**config.mk**
```make
export PLATFORM = sky130hd
export DESIGN_NAME = mem_arbiter
export DESIGN_NICKNAME = d
export VERILOG_FILES = /design/src/rtl/mem_arbiter_pkg.sv /design/src/rtl/mem_arbiter_arb_mux.sv /design/src/rtl/mem_arbiter.sv
export SDC_FILE = /design/constraint.sdc
export NUM_CORES = 1
export LEC_CHECK = 0
export ABC_CLOCK_PERIOD_IN_PS = 3990
export CAP_MARGIN = 20
export CORE_AREA = 4 4 117 119
export CTS_CLUSTER_DIAMETER = 30
export CTS_CLUSTER_SIZE = 28
export DETAILED_ROUTE_END_ITERATION = 8
export DIE_AREA = 0 0 121 123
export GPL_TIMING_DRIVEN = 0
export HOLD_SLACK_MARGIN = 0.08
export PLACE_DENSITY_LB_ADDON = 0.08
export SETUP_SLACK_MARGIN = 0.05
export SYNTH_ARGS = -nofsm -noshare
export SYNTH_HDL_FRONTEND = slang
export SYNTH_SLANG_ARGS = --single-unit
export TNS_END_PERCENT = 100
```
**constraint.sdc**
```tcl
create_clock -name clk -period 3.99 [get_ports clk]
set_input_delay 0.399 -clock clk [delete_from_list [all_inputs] [get_ports clk]]
set_output_delay 0.399 -clock clk [all_outputs]
set_load 0.01 [all_outputs]
```
**src/rtl/mem_arbiter_pkg.sv**
```systemverilog
// Shared types and helpers for the two-master memory arbiter.
package mem_arbiter_pkg;

  // Default port widths for the RISC-V core memory interfaces.
  localparam int RISCV_ADDR_WIDTH = 32;
  localparam int RISCV_WORD_WIDTH = 32;

  // Arbiter FSM encodings: idle, instruction fetch granted, data access granted.
  typedef enum logic [1:0] {
    ARB_IDLE  = 2'b00,
    ARB_GNT_I = 2'b01,
    ARB_GNT_D = 2'b10
  } arb_state_e;

  // Identity of the master served most recently.
  typedef enum logic {
    LAST_I = 1'b0,
    LAST_D = 1'b1
  } arb_master_e;

  // The "last served" history resets to the master that should lose a first-cycle tie.
  function automatic arb_master_e tie_loser(input logic dmem_first);
    return dmem_first ? LAST_I : LAST_D;
  endfunction

endpackage

```
**src/rtl/mem_arbiter_arb_mux.sv**
```systemverilog
// Combinational request mux: forwards the granted master's addr/wdata/we, zeros when idle.
module arb_mux
  import mem_arbiter_pkg::*;
#(
  parameter int ADDR_WIDTH = RISCV_ADDR_WIDTH,
  parameter int DATA_WIDTH = RISCV_WORD_WIDTH
) (
  input  arb_state_e            state_i,
  input  logic [ADDR_WIDTH-1:0] imem_addr_i,
  input  logic [DATA_WIDTH-1:0] imem_wdata_i,
  input  logic [3:0]            imem_we_i,
  input  logic [ADDR_WIDTH-1:0] dmem_addr_i,
  input  logic [DATA_WIDTH-1:0] dmem_wdata_i,
  input  logic [3:0]            dmem_we_i,
  output logic [ADDR_WIDTH-1:0] mem_addr_o,
  output logic [DATA_WIDTH-1:0] mem_wdata_o,
  output logic [3:0]            mem_we_o
);

  // Select the request fields of whichever master currently holds the grant.
  always_comb begin
    mem_addr_o  = '0;
    mem_wdata_o = '0;
    mem_we_o    = '0;
    case (state_i)
      ARB_GNT_I: begin
        mem_addr_o  = imem_addr_i;
        mem_wdata_o = imem_wdata_i;
        mem_we_o    = imem_we_i;
      end
      ARB_GNT_D: begin
        mem_addr_o  = dmem_addr_i;
        mem_wdata_o = dmem_wdata_i;
        mem_we_o    = dmem_we_i;
      end
      default: ;
    endcase
  end

endmodule

```
**src/rtl/mem_arbiter.sv**
```systemverilog
// Round-robin arbiter sharing one memory port between instruction fetch and data masters.
module mem_arbiter
  import mem_arbiter_pkg::*;
#(
  parameter int ADDR_WIDTH = RISCV_ADDR_WIDTH,
  parameter int DATA_WIDTH = RISCV_WORD_WIDTH,
  parameter int DMEM_FIRST = 1
) (
  input  logic                  clk,
  input  logic                  rst_n,
  input  logic                  imem_valid_i,
  output logic                  imem_ready_o,
  input  logic [ADDR_WIDTH-1:0] imem_addr_i,
  input  logic [DATA_WIDTH-1:0] imem_wdata_i,
  input  logic [3:0]            imem_we_i,
  output logic [DATA_WIDTH-1:0] imem_rdata_o,
  input  logic                  dmem_valid_i,
  output logic                  dmem_ready_o,
  input  logic [ADDR_WIDTH-1:0] dmem_addr_i,
  input  logic [DATA_WIDTH-1:0] dmem_wdata_i,
  input  logic [3:0]            dmem_we_i,
  output logic [DATA_WIDTH-1:0] dmem_rdata_o,
  output logic                  mem_valid_o,
  input  logic                  mem_ready_i,
  output logic [ADDR_WIDTH-1:0] mem_addr_o,
  output logic [DATA_WIDTH-1:0] mem_wdata_o,
  output logic [3:0]            mem_we_o,
  input  logic [DATA_WIDTH-1:0] mem_rdata_i
);

  localparam arb_master_e LAST_RESET = tie_loser(DMEM_FIRST != 0);

  arb_state_e  state_q, state_d;
  arb_master_e last_q, last_d;

  // Grant state and service history; reset drops any in-flight transaction.
  always_ff @(posedge clk or negedge rst_n) begin
    if (!rst_n) begin
      state_q <= ARB_IDLE;
      last_q  <= LAST_RESET;
    end else begin
      state_q <= state_d;
      last_q  <= last_d;
    end
  end

  // Next grant and per-master handshakes; the owner's own valid on completion is ignored.
  always_comb begin
    state_d      = state_q;
    last_d       = last_q;
    mem_valid_o  = 1'b0;
    imem_ready_o = 1'b0;
    dmem_ready_o = 1'b0;
    case (state_q)
      ARB_IDLE: begin
        if (imem_valid_i && dmem_valid_i) begin
          state_d = (last_q == LAST_I) ? ARB_GNT_D : ARB_GNT_I;
        end else if (imem_valid_i) begin
          state_d = ARB_GNT_I;
        end else if (dmem_valid_i) begin
          state_d = ARB_GNT_D;
        end
      end
      ARB_GNT_I: begin
        mem_valid_o  = 1'b1;
        imem_ready_o = mem_ready_i;
        if (mem_ready_i) begin
          last_d  = LAST_I;
          state_d = dmem_valid_i ? ARB_GNT_D : ARB_IDLE;
        end
      end
      ARB_GNT_D: begin
        mem_valid_o  = 1'b1;
        dmem_ready_o = mem_ready_i;
        if (mem_ready_i) begin
          last_d  = LAST_D;
          state_d = imem_valid_i ? ARB_GNT_I : ARB_IDLE;
        end
      end
      default: begin
        state_d = ARB_IDLE;
      end
    endcase
  end

  // Read data fans out to both masters; only the one seeing ready consumes it.
  assign imem_rdata_o = mem_rdata_i;
  assign dmem_rdata_o = mem_rdata_i;

  arb_mux #(
    .ADDR_WIDTH(ADDR_WIDTH),
    .DATA_WIDTH(DATA_WIDTH)
  ) u_arb_mux (
    .state_i     (state_q),
    .imem_addr_i (imem_addr_i),
    .imem_wdata_i(imem_wdata_i),
    .imem_we_i   (imem_we_i),
    .dmem_addr_i (dmem_addr_i),
    .dmem_wdata_i(dmem_wdata_i),
    .dmem_we_i   (dmem_we_i),
    .mem_addr_o  (mem_addr_o),
    .mem_wdata_o (mem_wdata_o),
    .mem_we_o    (mem_we_o)
  );

endmodule

```
==> results.py, run 1 <==
metrics = {
    "status": {
        "status": "complete, no violations",
    },
    "global_routing": {
        "grtUsageTotal_pct": 12.4,
        "antenna_found_initial": 0,
        "grt_start_max_net_pins": 11,
        "grt-ovfl-total": 0,
        "grt_pass1_wl_mm": 14.8,
        "grt_pass1_vias": 2948,
    },
    "drt": {
        "vias": 2786,
        "dr.pass1.iters": 4,
        "first_iter_violations": 54,
        "ant_nets": 0,
        "drc_errors": 0,
        "via_per_inst": 3.97,
        "wl_per_cell_um": 14.7,
        "wirelength_mm": 10.3,
    },
    "sta": {
        "fin_skew_ns": 0.00200,
        "slew_viol_final": 0,
        "setup_tns_ns": 0,
        "setup_viol": 0,
        "max_slew_margin_pct": 68.7,
        "fmax_ghz": 0.325,
        "fin_ws_ns": 0.909,
        "worst_slew_pin_slew_ns": 0.470,
        "whs_ns": 0.359,
        "hold_viol": 0,
        "rsz0062_at_grt": "no",
        "finalCritPeriodShare_pct": 77.2,
        "min_period_ns": 3.08,
    },
    "setup_path": {
        "slowest_delay_ns": 0.57,
        "end_kind": "output pin",
        "path_class": "flop to output pin",
        "start_kind": "flop",
        "crit_required_ns": 3.59,
        "cp_slowest_cell": "clkdlybuf4s50_1",
        "arrival_ns": 2.68,
        "cp_common_cell": "clkbuf_1",
        "path_cells": "inv_1 > ha_1 > clkbuf_1 > clkbuf_1 > nor2b_1 > clkdlybuf4s50_1",
        "critPathMaxFanout": 10,
    },
    "layout": {
        "n_antenna_cell": 0,
        "fin_area_sq_um": 4830,
        "fin_nets": 709,
        "area_growth_pct": 171,
        "drive_gt1_share_pct": 14.2,
        "final_cells": 702,
    },
    "logic_synthesis": {
        "ys_warn_count": 0,
        "ys_seq_elements": 3,
        "synth_cell_types": 22,
        "avgSynthCellArea_sq_um": 7.12,
        "ys_seq_area_share_pct": 4.20,
        "syn_nets": 429,
        "synthCells": 251,
        "syn-cell-area_sq_um": 1790,
    },
    "placed_design": {
        "placed_area_sq_um": 4750,
        "hpwl_mm": 8.84,
        "place_congestion": 0.738,
        "dp.cells": 698,
        "pre_cts_ws_ns": 1.02,
        "io_buffers": 275,
    },
    "clock_tree": {
        "postCtsSetupBuffers": 0,
        "cts_sinks": 3,
        "cts.clk_slew.worst_paths_ns": 0.03,
        "cts.htree.levels": 1,
        "cts_max_path_buffers": 2,
        "cts_tree": "built",
        "clk_latency_ns": 0.22,
        "clockRootBuffer": "clkbuf_16",
        "numCtsBuffers": 3,
        "ctsHoldBuffers": 0,
        "post_cts_resized": 0,
    },
    "floorplanning": {
        "die_h_um": 123,
        "chipWidth_um": 121,
        "io_pins": 308,
        "start_util_pct": 14.2,
        "core_area_sq_um": 12600,
        "rows": 41,
        "die-area_sq_um": 14900,
    },
    "power": {
        "power_leakage_nw": 1.79,
        "power_density_nw_per_um2": 431,
        "vdd_drop_max_mv": 0.162,
    },
    "min_path": {
        "hold_path_class": "input port to async pin",
    },
    "run": {
        "cap_violations": 0,
    },
}
[cells in the final DEF (no fill, tap or decap)]
| cell | instances |
|---|---|
| a21oi_1 | 1 |
| a22oi_1 | 68 |
| a31oi_1 | 1 |
| and2_1 | 2 |
| buf_2 | 4 |
| buf_4 | 64 |
| buf_6 | 1 |
| clkbuf_1 | 19 |
| clkbuf_16 | 3 |
| clkdlybuf4s50_1 | 275 |
| dfrtp_1 | 3 |
| ha_1 | 5 |
| inv_1 | 4 |
| mux2_4 | 1 |
| nand2_1 | 2 |
| nand2b_1 | 2 |
| nand3b_1 | 1 |
| nor2b_1 | 68 |
| nor3b_1 | 1 |
| o21ai_0 | 1 |
| o21ai_1 | 1 |
| o21ba_1 | 1 |
| o41ai_2 | 1 |
| or2_4 | 1 |
[cells in the mapped netlist]
master	instances	share of area, %
a22oi_1	68	29
nor2b_1	68	24
buf_4	64	27
clkbuf_1	18	3.8
ha_1	5	3.5
buf_2	4	1.1
inv_1	4	0.84
dfrtp_1	3	4.2
and2_1	2	0.70
nand2_1	2	0.42
nand2b_1	2	0.70
a21oi_1	1	0.28
a31oi_1	1	0.35
buf_6	1	0.63
mux2_4	1	0.84
nand3b_1	1	0.42
nor3b_1	1	0.42
o21ai_0	1	0.28
o21ai_1	1	0.28
o21ba_1	1	0.56
o41ai_2	1	0.91
or2_4	1	0.49
[logic make-up after synthesis]
| logic type | Yosys count | share of synthesized area, % |
|---|---|---|
| mux | 1 | 0.840 |
| fa+ha+maj | 5 | 3.50 |
| buf+inv | 91 | 33.3 |
| flops | 3 | 4.20 |
| compound gates | 74 | 31.2 |
| simple gates | 77 | 27.0 |
[per-layer routing]
| metal | part of all wire [%] | vias up | GRT usage (%) |
|---|---|---|---|
| li1 | - | 1370 | - |
| met1 | 34 | 1225 | 12.6 |
| met2 | 53 | 181 | 23.8 |
| met3 | 12 | 10 | 4.99 |
| met4 | 1.3 | 0 | 2.55 |
| met5 | 0 | - | 0 |
[through the flow]
step / total power [mW] / util [%]
2_1_floorplan: 1.03 / -
3_3_place_gp: 1.96 / 37.8
3_5_place_dp: 1.96 / 37.8
4_1_cts: 2.13 / 38.5
5_1_grt: 2.27 / 38.5
6_report: 2.08 / 38.5
[registers in the layout, summed over array words and instances, names as in the netlist]
name / cells
last_q: 1
state_q: 2
[layout make-up]
cell class | count | area (sq um)
fill | 1318 | 7730
timing repair buffer | 275 | 2750
multi-input combinational | 157 | 1120
buffer | 87 | 579
tap | 172 | 215
clock buffer | 4 | 78.8
sequential | 3 | 75.1
inverter | 4 | 15.0
[critical path: cells and delay by family (launching register included)]
kind / cells / cell delay [ns]
buffers and inverters: 4 / 1.42
adders and majority gates: 1 / 0.42
DFF: 1 / 0.39
and+or+nand+nor: 1 / 0.22
[worst paths after layout]
check	startpoint	endpoint	slack (ns)	cells after the start
worst max-delay path	state_q[0]	mem_wdata_o[1]	0.91	6
worst min-delay path	rst_n	state_q[1]	0.36	1
worst max register to register	state_q[1]	state_q[1]	2.30	6
worst min register to register	last_q	last_q	0.55	2
max in group asynchronous	rst_n	last_q	3.49	1
min in group clk	last_q	last_q	0.55	2
[power by group]
group / internal [mW] / switching, mW / total [mW]
sequential: 0.0446 / 0.0149 / 0.0595
clock: 0.132 / 0.0276 / 0.159
combinational: 1.04 / 0.824 / 1.86
(Power assumes the default switching activity.)
==> run 2, diff against run 1 <==
--- a/config.mk
+++ b/config.mk
@@ -5,13 +5,13 @@
 export SDC_FILE = /design/constraint.sdc
 export NUM_CORES = 1
 export LEC_CHECK = 0
-export ABC_CLOCK_PERIOD_IN_PS = 3990
+export ABC_CLOCK_PERIOD_IN_PS = 3070
 export CAP_MARGIN = 20
-export CORE_AREA = 4 4 117 119
+export CORE_AREA = 4 4 116 118
 export CTS_CLUSTER_DIAMETER = 30
 export CTS_CLUSTER_SIZE = 28
 export DETAILED_ROUTE_END_ITERATION = 8
-export DIE_AREA = 0 0 121 123
+export DIE_AREA = 0 0 120 122
 export GPL_TIMING_DRIVEN = 0
 export HOLD_SLACK_MARGIN = 0.08
 export PLACE_DENSITY_LB_ADDON = 0.08
==> constraint.sdc (replaced) <==
create_clock -name clk -period 3.07 [get_ports clk]
set_input_delay 0.307 -clock clk [delete_from_list [all_inputs] [get_ports clk]]
set_output_delay 0.307 -clock clk [all_outputs]
set_load 0.01 [all_outputs]
==> results.py, run 2 (synthesized netlist as in run 1, its figures left out) <==
metrics = {
    "status": {
        "status": "complete, no violations",
    },
    "global_routing": {
        "top_usage_layer": "met2",
        "grtUsageMet1_pct": 13.6,
        "grt-ovfl-total": 0,
        "antenna_found_initial": 0,
        "grt_pass1_vias": 2949,
        "gr-usage-met3_pct": 5.06,
        "grt_pass1_wl_mm": 15.2,
        "gr-usage-met2_pct": 23.7,
        "grt_start_max_net_pins": 11,
        "grtUsageTotal_pct": 12.9,
    },
    "drt": {
        "dr.pass1.iters": 4,
        "wirelength_mm": 10.4,
        "drc_errors": 0,
        "via_per_inst": 3.96,
        "vias": 2777,
        "wl_per_cell_um": 14.8,
        "first_iter_violations": 72,
        "ant_nets": 0,
    },
    "sta": {
        "setup_viol": 0,
        "fmax_ghz": 0.362,
        "hold_viol": 0,
        "fin_skew_ns": 0.00306,
        "finalCritPeriodShare_pct": 90.0,
        "rsz0062_at_grt": "no",
        "max_slew_margin_pct": 68.9,
        "slew_viol_final": 0,
        "min_period_ns": 2.76,
        "setup_tns_ns": 0,
        "worst_slew_pin_slew_ns": 0.466,
    },
    "setup_path": {
        "crit_required_ns": 2.76,
        "end_kind": "output pin",
        "ff2ff_setup_slack_ns": 1.37,
        "path_cells": "inv_1 > ha_1 > clkbuf_2 > clkbuf_1 > nor2b_1 > clkdlybuf4s50_1",
        "critPathMaxFanout": 10,
        "reg2reg_to": "state_q[1]",
        "cp_slowest_cell": "clkdlybuf4s50_1",
        "r2r_start": "state_q[1]",
        "worst-path-buf-inv": 4,
        "arrival_ns": 2.46,
        "crit_family": "buffers and inverters",
        "slowest_delay_ns": 0.56,
        "r2r_cells": 6,
        "path_class": "flop to output pin",
        "start_kind": "flop",
    },
    "power": {
        "power_density_nw_per_um2": 562,
        "power_leakage_nw": 1.80,
        "p_comb_share_pct": 89.6,
        "p_int_mw": 1.59,
        "p_sw_share_pct": 41.6,
        "switchingPower_mw": 1.13,
        "sequentialPowerShare_pct": 2.8,
        "power_frac_clock_pct": 7.6,
        "vdd_drop_max_mv": 0.211,
    },
    "min_path": {
        "hold_path_class": "input port to async pin",
    },
    "placed_design": {
        "io_buffers": 275,
        "place_congestion": 0.715,
        "dp.cells": 698,
        "hpwl_mm": 8.97,
    },
    "layout": {
        "regMostFlops": "state_q",
        "top_regs": "state_q x2, last_q x1",
        "final_cells": 702,
        "n_antenna_cell": 0,
        "area_growth_pct": 171,
        "drive_gt1_share_pct": 14.5,
        "regArea_sq_um": 75.1,
        "fin_nets": 709,
        "multi_input_area_sq_um": 1120,
        "largest_reg_flops": 2,
        "final_common_cell": "clkdlybuf4s50_1",
        "final_cell_mix": "clkdlybuf4s50_1, a22oi_1, nor2b_1",
        "fill_cells": 1318,
    },
    "run": {
        "cap_violations": 0,
    },
    "clock_tree": {
        "cts.htree.levels": 1,
        "cts_sinks": 3,
        "numCtsBuffers": 3,
        "clockRootBuffer": "clkbuf_16",
        "cts_tree": "built",
        "postCtsSetupBuffers": 0,
        "cts.clk_slew.worst_paths_ns": 0.03,
        "cts_max_path_buffers": 2,
        "clk_latency_ns": 0.22,
    },
    "floorplanning": {
        "rows": 41,
        "start_util_pct": 14.3,
        "core_area_sq_um": 12500,
        "die_h_um": 122,
        "chipWidth_um": 120,
        "io_pins": 308,
        "die-area_sq_um": 14600,
    },
}
-- run 2: cell counts in the layout (fill, tap and decap cells not counted) --
Identical to the previous run, type by type.
-- run 2: worst max path at each step --
stage,slack [ns],end,start,depth (start not counted)
global route,0.10,mem_wdata_o[18],state_q[1],6
detailed placement,0.30,mem_wdata_o[7],state_q[1],6
CTS,0.05,mem_wdata_o[7],state_q[1],6
finish,0.31,mem_wdata_o[13],state_q[1],6
global placement,0.29,mem_wdata_o[7],state_q[1],6
floorplan,1.26,mem_addr_o[30],state_q[1],5
-- run 2: area by class of cell --
class / instances / share of cell area [%]
tap: 172 / 4.45
buffer: 87 / 12.0
multi-input combinational: 157 / 23.1
sequential: 3 / 1.55
inverter: 4 / 0.310
clock buffer: 4 / 1.63
timing repair buffer: 275 / 56.9
-- run 2: metrics by stage --
stage	utilization, %	hold WS (ns)	setup WS (ns)	instance area (sq um)	power, mW
detailed placement	38.1	0.504	0.298	4750	2.55
global placement	38.1	0.498	0.288	4750	2.55
floorplan	-	0.0114	1.26	1790	1.34
global route	38.8	0.280	0.103	4840	2.95
finish	38.8	0.264	0.306	4840	2.72
CTS	38.8	0.263	0.0545	4830	2.77
-- run 2: layer usage --
| layer | vias up | wire, um |
|---|---|---|
| li1 | 1371 | - |
| met2 | 188 | 5360 |
| met1 | 1208 | 3660 |
| met3 | 10 | 1220 |
| met4 | 0 | 166 |
| met5 | - | 0 |
-- run 2: power by group through the flow --
| stage | Sequential [mW] | Clock, mW | Combinational [mW] |
|---|---|---|---|
| floorplan | 0.0712 | 0 | 1.27 |
| global placement | 0.0763 | 0 | 2.47 |
| detailed placement | 0.0765 | 0 | 2.47 |
| CTS | 0.0766 | 0.212 | 2.48 |
| global route | 0.0789 | 0.217 | 2.65 |
| finish | 0.0764 | 0.206 | 2.43 |
-- run 2: worst reg2reg max path, stage by stage (launching register included) --
cell     delay [ns]
dfrtp_1        0.40
inv_1          0.08
ha_1           0.19
buf_6          0.14
o21ba_1        0.19
or2_4          0.26
mux2_4         0.30
-- run 2: what timing repair did --
item / 4_1_cts / 5_1_grt
endpoints found under the hold margin: 0 / 0
hold buffers: 0 / 0
endpoints found under the setup margin: 0 / 20
gates resized for setup: 0 / 4
==> run 3, diff against run 2 <==
--- a/config.mk
+++ b/config.mk
@@ -6,7 +6,6 @@
 export NUM_CORES = 1
 export LEC_CHECK = 0
 export ABC_CLOCK_PERIOD_IN_PS = 3070
-export CAP_MARGIN = 20
 export CORE_AREA = 4 4 116 118
 export CTS_CLUSTER_DIAMETER = 30
 export CTS_CLUSTER_SIZE = 28
==> results of run 3 <==
Final layout, timing and power as in run 2 (identical DEF).
